## src/rtl/pico_io_responder.sv

```systemverilog
// pico_io_responder: KCPSM6 port-bus peripheral with GPIO, a prescaled
// reload timer, an external-event counter and an acknowledged interrupt.
//
// Ports:
//   clk, reset            clock and asynchronous active-high reset
//   port_id, out_port     processor address and write data
//   write_strobe          OUTPUT strobe (full 8-bit address match)
//   k_write_strobe        OUTPUTK strobe (port_id[3]==0, offset port_id[2:0])
//   read_strobe           INPUT strobe (qualifies read side effects)
//   in_port               registered read data, 1-cycle latency
//   interrupt             held request, cleared by interrupt_ack
//   interrupt_ack         processor acknowledge
//   gpio_in, ext_event    asynchronous inputs, synchronized internally
//   gpio_out              GPIO output register
//
// Register map (offset from BASE_ADDR):
//   0 GPIO_OUT R/W   1 GPIO_IN R   2 RELOAD R/W   3 CTRL R/W
//   4 STATUS R/W1C   5 EVCNT R (clear on read)    6-7 read 0

module pico_io_responder #(
   parameter logic [7:0]  BASE_ADDR = 8'h00,
   parameter logic [15:0] PRESCALE  = 16'd50000
) (
   input  logic       clk,
   input  logic       reset,
   input  logic [7:0] port_id,
   input  logic       write_strobe,
   input  logic       k_write_strobe,
   input  logic       read_strobe,
   input  logic [7:0] out_port,
   output logic [7:0] in_port,
   output logic       interrupt,
   input  logic       interrupt_ack,
   input  logic [7:0] gpio_in,
   input  logic       ext_event,
   output logic [7:0] gpio_out
);

   localparam logic [2:0] OFF_GPIO_OUT = 3'd0;
   localparam logic [2:0] OFF_GPIO_IN  = 3'd1;
   localparam logic [2:0] OFF_RELOAD   = 3'd2;
   localparam logic [2:0] OFF_CTRL     = 3'd3;
   localparam logic [2:0] OFF_STATUS   = 3'd4;
   localparam logic [2:0] OFF_EVCNT    = 3'd5;

   localparam logic [15:0] PRESC_LAST = PRESCALE - 16'd1;

   // ------------------------------------------------------------------
   // Registers
   // ------------------------------------------------------------------
   logic [7:0]  reload;
   logic [2:0]  ctrl;
   logic        tmr_flag;
   logic        ext_flag;
   logic [7:0]  evcnt;
   logic [15:0] presc;
   logic [7:0]  tcount;
   logic        pend_d;

   logic [7:0]  gpio_s1;
   logic [7:0]  gpio_s2;
   logic        ev_s1;
   logic        ev_s2;
   logic        ev_s3;

   // ------------------------------------------------------------------
   // Address decode
   // ------------------------------------------------------------------
   logic [2:0] off;
   logic       blk_hit;
   logic       wr_en;
   logic       wr_gpio;
   logic       wr_reload;
   logic       wr_ctrl;
   logic       wr_status;
   logic       evcnt_clr;

   assign off     = port_id[2:0];
   assign blk_hit = (port_id[7:3] == BASE_ADDR[7:3]);

   // OUTPUTK only carries a 4-bit port, so it ignores the upper nibble
   // and the base address entirely.
   assign wr_en = (write_strobe & blk_hit)
                | (k_write_strobe & ~port_id[3]);

   assign wr_gpio   = wr_en && (off == OFF_GPIO_OUT);
   assign wr_reload = wr_en && (off == OFF_RELOAD);
   assign wr_ctrl   = wr_en && (off == OFF_CTRL);
   assign wr_status = wr_en && (off == OFF_STATUS);

   assign evcnt_clr = read_strobe && blk_hit && (off == OFF_EVCNT);

   // ------------------------------------------------------------------
   // Timer control
   // ------------------------------------------------------------------
   logic tmr_en;
   logic tmr_ie;
   logic ext_ie;
   logic tmr_start;
   logic presc_wrap;
   logic tmr_tick;
   logic tmr_expire;

   assign tmr_en = ctrl[0];
   assign tmr_ie = ctrl[1];
   assign ext_ie = ctrl[2];

   assign tmr_start  = wr_ctrl & out_port[0] & ~tmr_en;
   assign presc_wrap = (presc == PRESC_LAST);
   assign tmr_tick   = tmr_en & presc_wrap;
   assign tmr_expire = tmr_tick & (tcount == 8'd1);

   // ------------------------------------------------------------------
   // Event edge and interrupt pending
   // ------------------------------------------------------------------
   logic ev_edge;
   logic pend;
   logic pend_rise;
   logic clr_tmr;
   logic clr_ext;

   assign ev_edge   = ev_s2 & ~ev_s3;
   assign pend      = (tmr_flag & tmr_ie) | (ext_flag & ext_ie);
   assign pend_rise = pend & ~pend_d;
   assign clr_tmr   = wr_status & out_port[0];
   assign clr_ext   = wr_status & out_port[1];

   // ------------------------------------------------------------------
   // Read mux
   // ------------------------------------------------------------------
   logic [7:0] rd_data;

   always_comb begin
      rd_data = 8'h00;
      if (blk_hit) begin
         case (off)
            OFF_GPIO_OUT: rd_data = gpio_out;
            OFF_GPIO_IN:  rd_data = gpio_s2;
            OFF_RELOAD:   rd_data = reload;
            OFF_CTRL:     rd_data = {5'b0, ctrl};
            OFF_STATUS:   rd_data = {6'b0, ext_flag, tmr_flag};
            OFF_EVCNT:    rd_data = evcnt;
            default:      rd_data = 8'h00;
         endcase
      end
   end

   // ------------------------------------------------------------------
   // Synchronizers
   // ------------------------------------------------------------------
   always_ff @(posedge clk or posedge reset) begin
      if (reset) begin
         gpio_s1 <= 8'h00;
         gpio_s2 <= 8'h00;
         ev_s1   <= 1'b0;
         ev_s2   <= 1'b0;
         ev_s3   <= 1'b0;
      end else begin
         gpio_s1 <= gpio_in;
         gpio_s2 <= gpio_s1;
         ev_s1   <= ext_event;
         ev_s2   <= ev_s1;
         ev_s3   <= ev_s2;
      end
   end

   // ------------------------------------------------------------------
   // Software-visible registers and read data
   // ------------------------------------------------------------------
   always_ff @(posedge clk or posedge reset) begin
      if (reset) begin
         in_port  <= 8'h00;
         gpio_out <= 8'h00;
         reload   <= 8'h00;
         ctrl     <= 3'b000;
      end else begin
         in_port <= rd_data;
         if (wr_gpio)
            gpio_out <= out_port;
         if (wr_reload)
            reload <= out_port;
         if (wr_ctrl)
            ctrl <= out_port[2:0];
      end
   end

   // ------------------------------------------------------------------
   // Prescaler and reload down-counter
   // ------------------------------------------------------------------
   // A tick that finds the counter at 0 (RELOAD was 0) just re-reads
   // RELOAD without flagging, so a later nonzero RELOAD is picked up.
   always_ff @(posedge clk or posedge reset) begin
      if (reset) begin
         presc  <= 16'h0000;
         tcount <= 8'h00;
      end else if (tmr_start) begin
         presc  <= 16'h0000;
         tcount <= reload;
      end else if (tmr_en) begin
         presc <= presc_wrap ? 16'h0000 : presc + 16'd1;
         if (presc_wrap) begin
            if (tcount <= 8'd1)
               tcount <= reload;
            else
               tcount <= tcount - 8'd1;
         end
      end
   end

   // ------------------------------------------------------------------
   // STATUS flags and event counter
   // ------------------------------------------------------------------
   // Hardware set beats a same-cycle W1C; a read-clear coinciding with
   // an edge leaves the new edge counted.
   always_ff @(posedge clk or posedge reset) begin
      if (reset) begin
         tmr_flag <= 1'b0;
         ext_flag <= 1'b0;
         evcnt    <= 8'h00;
      end else begin
         tmr_flag <= tmr_expire | (tmr_flag & ~clr_tmr);
         ext_flag <= ev_edge | (ext_flag & ~clr_ext);
         if (evcnt_clr)
            evcnt <= ev_edge ? 8'd1 : 8'd0;
         else if (ev_edge && evcnt != 8'hFF)
            evcnt <= evcnt + 8'd1;
      end
   end

   // ------------------------------------------------------------------
   // Interrupt request
   // ------------------------------------------------------------------
   // Only a rising pend raises the request, so a flag left set does not
   // retrigger after an acknowledge.
   always_ff @(posedge clk or posedge reset) begin
      if (reset) begin
         pend_d    <= 1'b0;
         interrupt <= 1'b0;
      end else begin
         pend_d <= pend;
         if (pend_rise)
            interrupt <= 1'b1;
         else if (interrupt_ack)
            interrupt <= 1'b0;
      end
   end

endmodule

```

## config.mk

```make
export PLATFORM = sky130hd
export DESIGN_NAME = pico_io_responder
export DESIGN_NICKNAME = d
export VERILOG_FILES = /design/src/rtl/pico_io_responder.sv
export SDC_FILE = /design/constraint.sdc
export NUM_CORES = 1
export LEC_CHECK = 0
export CORE_MARGIN = 8
export CORE_UTILIZATION = 55
export CTS_CLUSTER_SIZE = 10
export DETAILED_ROUTE_END_ITERATION = 8
export GPL_TIMING_DRIVEN = 0
export PLACE_DENSITY = 0.79
export SETUP_SLACK_MARGIN = 0.2
export SYNTH_ARGS = -nofsm -noshare
export SYNTH_HDL_FRONTEND = slang
export SYNTH_SLANG_ARGS = --single-unit
```

## constraint.sdc

```tcl
create_clock -name clk -period 3.2 [get_ports clk]
set_input_delay 0.64 -clock clk [delete_from_list [all_inputs] [get_ports clk]]
set_output_delay 0.64 -clock clk [all_outputs]
set_load 0.01 [all_outputs]
```

==> impl_metrics.env <==
export IMPL_ant_nets=0
export IMPL_dpl_cell_count=500
export IMPL_final_cell_mix="dfrtp_1, clkdlybuf4s50_1, nor2_1, nand3_1, nand2_1"
export IMPL_htreeDepth=3
export IMPL_finalCritPeriodShare_pct=81.46
export IMPL_die_x_um=99.87
export IMPL_max_clock_path_buffers=2
export IMPL_cts_sinks=82
export IMPL_drt_iter0_drc=175
export IMPL_vias=3007
export IMPL_power_leakage_uw=0.001980
export IMPL_netlist_instances=358
export IMPL_async_flop_share_pct=100.0
export IMPL_ir_worst_vdd_v=0.0003896
export IMPL_root_buffer="clkbuf_8"
export IMPL_cts_buffers_inserted=9
export IMPL_clkSlewWorstSetupHoldPaths_ps=80
export IMPL_synth_nets=393
export IMPL_synth_edff_count=0
export IMPL_report_final_slew_viol_count=0
export IMPL_yosysSeqAreaShare_pct=53.04
export IMPL_finalHoldViolations=0
export IMPL_grt_pass1_wl_um=14540
export IMPL_ys_warn_count=0
export IMPL_synth_seq_cells=82
export IMPL_place_congestion=0.8798
export IMPL_cts_tree="built"
export IMPL_pre_cts_slack_ps=202.9
export IMPL_drive_above_1_share_pct=9.762
export IMPL_dpl_cell_area_mm2=0.004469
export IMPL_required_ps=3440
export IMPL_critPathLaunchType="input port"
export IMPL_worstMarginPinSlew_ps=678.2
export IMPL_cp_slowest_cell="nor3b_4"
export IMPL_layout_cells_non_filler=516
export IMPL_hpwl_um=6390
export IMPL_antenna_cells=0
export IMPL_crit_arrival_ps=2850
export IMPL_crit_family="simple AND/OR/NAND/NOR gates"
export IMPL_crit_fanout=8
export IMPL_layout_setup_ws_ps=593.2
export IMPL_routedWlPerCell_um=17.02
export IMPL_synthFlopType="dfrtp_1"
export IMPL_cts_resized=0
export IMPL_dieArea_mm2=0.009974
export IMPL_status="finished, final reports clean"
export IMPL_ios=48
export IMPL_avgViaCountPerCell=5.828
export IMPL_nets=450
export IMPL_crit_type="in2reg"
export IMPL_io_buffers=45
export IMPL_clk_latency_ps=360
export IMPL_r2r_start="tcount[5]"
export IMPL_die_y_um=99.87
export IMPL_grt_max_degree=66
export IMPL_core_area_mm2=0.006794
export IMPL_layout_commonest_cell="dfrtp_1"
export IMPL_maxCapViolCount=0
export IMPL_r2r_slack_ps=960
export IMPL_slowest_delay_ps=480
export IMPL_grt_usage_pct=18.42
export IMPL_fmax_mhz=383.6
export IMPL_endpoint_kind="register"
export IMPL_utilization_pct=68.84
export IMPL_final_area_mm2=0.004677
export IMPL_cts_setup_buffers=0
export IMPL_rsz0062_at_grt="no"
export IMPL_avgSynthCellArea_um2=10.81
export IMPL_crit_buf_inv=1
export IMPL_power_density_mw_per_mm2=640.3
export IMPL_grt_ovfl_total=0
export IMPL_firstDrtPassIters=5
export IMPL_hold_path_startpoint="gpio_s1[3]"
export IMPL_area_growth_syn_to_layout_pct=20.89
export IMPL_slew_headroom_pct=54.44
export IMPL_setup_violations_final=0
export IMPL_holdWs_ps=353.5
export IMPL_rows=30
export IMPL_antenna_found_initial=0
export IMPL_synth_area_mm2=0.003869
export IMPL_wl_um=8782
export IMPL_grt_pass1_vias=3002
export IMPL_layout_min_cycle_time_ps=2607
export IMPL_finClkSkew_ps=10.32
export IMPL_drc=0
export IMPL_hold_buffers=0
export IMPL_hold_depth=0
export IMPL_r2r_end="tcount[4]"
export IMPL_crit_chain="clkdlybuf4s50_1, nor4_1, a32o_1, nand2b_1, nor3b_4, mux2_1"
export IMPL_r2r_cells=6
export IMPL_hp_class="reg2reg"
export IMPL_synth_distinct_cells=51
export IMPL_start_util_pct=56.94
export IMPL_hold_end="gpio_s2[3]"
==> state kept, by name, indices dropped and copies added, names as in the netlist, 3 cells and up <==
signal    cells
ctrl          3
evcnt         8
gpio_out      8
gpio_s1       8
gpio_s2       8
in_port       8
presc        16
reload        8
tcount        8
==> per-stage QoR <==
step	total power (µW)	TNS [ps]
2_1_floorplan	1930	0
4_1_cts	3006	0
5_1_grt	3173	0
3_3_place_gp	2178	-61270
3_5_place_dp	2224	0
6_report	2995	0
==> cells by family after synthesis <==
kind of cell,count (synthesis),synth area share [%]
xor gates and xnor gates,7,1.585
and+or+nand+nor,121,17.63
adders and majority gates,4,1.294
muxes,38,10.77
AOI/OAI and AO/OA,72,12.00
DFF,82,53.04
buffers and inverters,34,3.687
==> how the worst max path moves through the flow <==
stage                           from        end  depth (start not counted)
after global placement         reset  presc[14]                          2
after detailed placement  port_id[3]  reload[5]                          6
after global routing      port_id[3]  tcount[6]                          8
after CTS                 port_id[3]  reload[5]                          6
after floorplan                reset    ctrl[0]                          1
final                     port_id[3]  reload[5]                          6
==> layout make-up <==
class	instances	area, µm²
Sequential cell	82	2052
Inverter	17	66.31
Fill cell	540	2117
Tap cell	96	120.1
Timing Repair Buffer	46	478.0
Clock inverter	7	83.83
Multi-Input combinational cell	242	1674
Buffer	17	78.83
Clock buffer	9	123.9
==> per-layer routing <==
metal,wire (µm),up-vias,track usage (%)
li1,-,1406,-
met1,3747,1476,23.41
met2,4203,102,28.58
met4,222,0,7.800
met3,609,23,5.398
met5,0,-,0
==> cells in the mapped netlist (all sizes together) (2+ instances only) <==
cell	instances	share of area, %
nor4	3	0.87
nand2	21	2.0
nand4b	4	0.91
nor3	8	1.3
and4	2	0.45
a22o	5	1.1
buf	9	1.3
inv	17	1.6
nor2b	9	1.5
or3	7	1.3
nand4	6	0.97
o22ai	5	0.81
ha	4	1.3
o21ai	16	2.1
a21o	7	1.4
a211oi	10	1.9
mux2i	18	4.7
nand3	22	2.8
nand3b	2	0.39
dfrtp	82	53
clkbuf	8	0.78
mux2	19	5.5
nor3b	2	0.68
a21oi	18	2.3
a2bb2oi	3	0.68
nor2	25	2.4
a41oi	3	0.68
xor2	6	1.4
nand2b	5	0.81
==> power by group <==
group / switching (µW) / internal (µW)
registers: 209 / 1240
clock network: 403 / 374
logic: 396 / 375
Note: power is estimated with default switching activity, not from simulation.
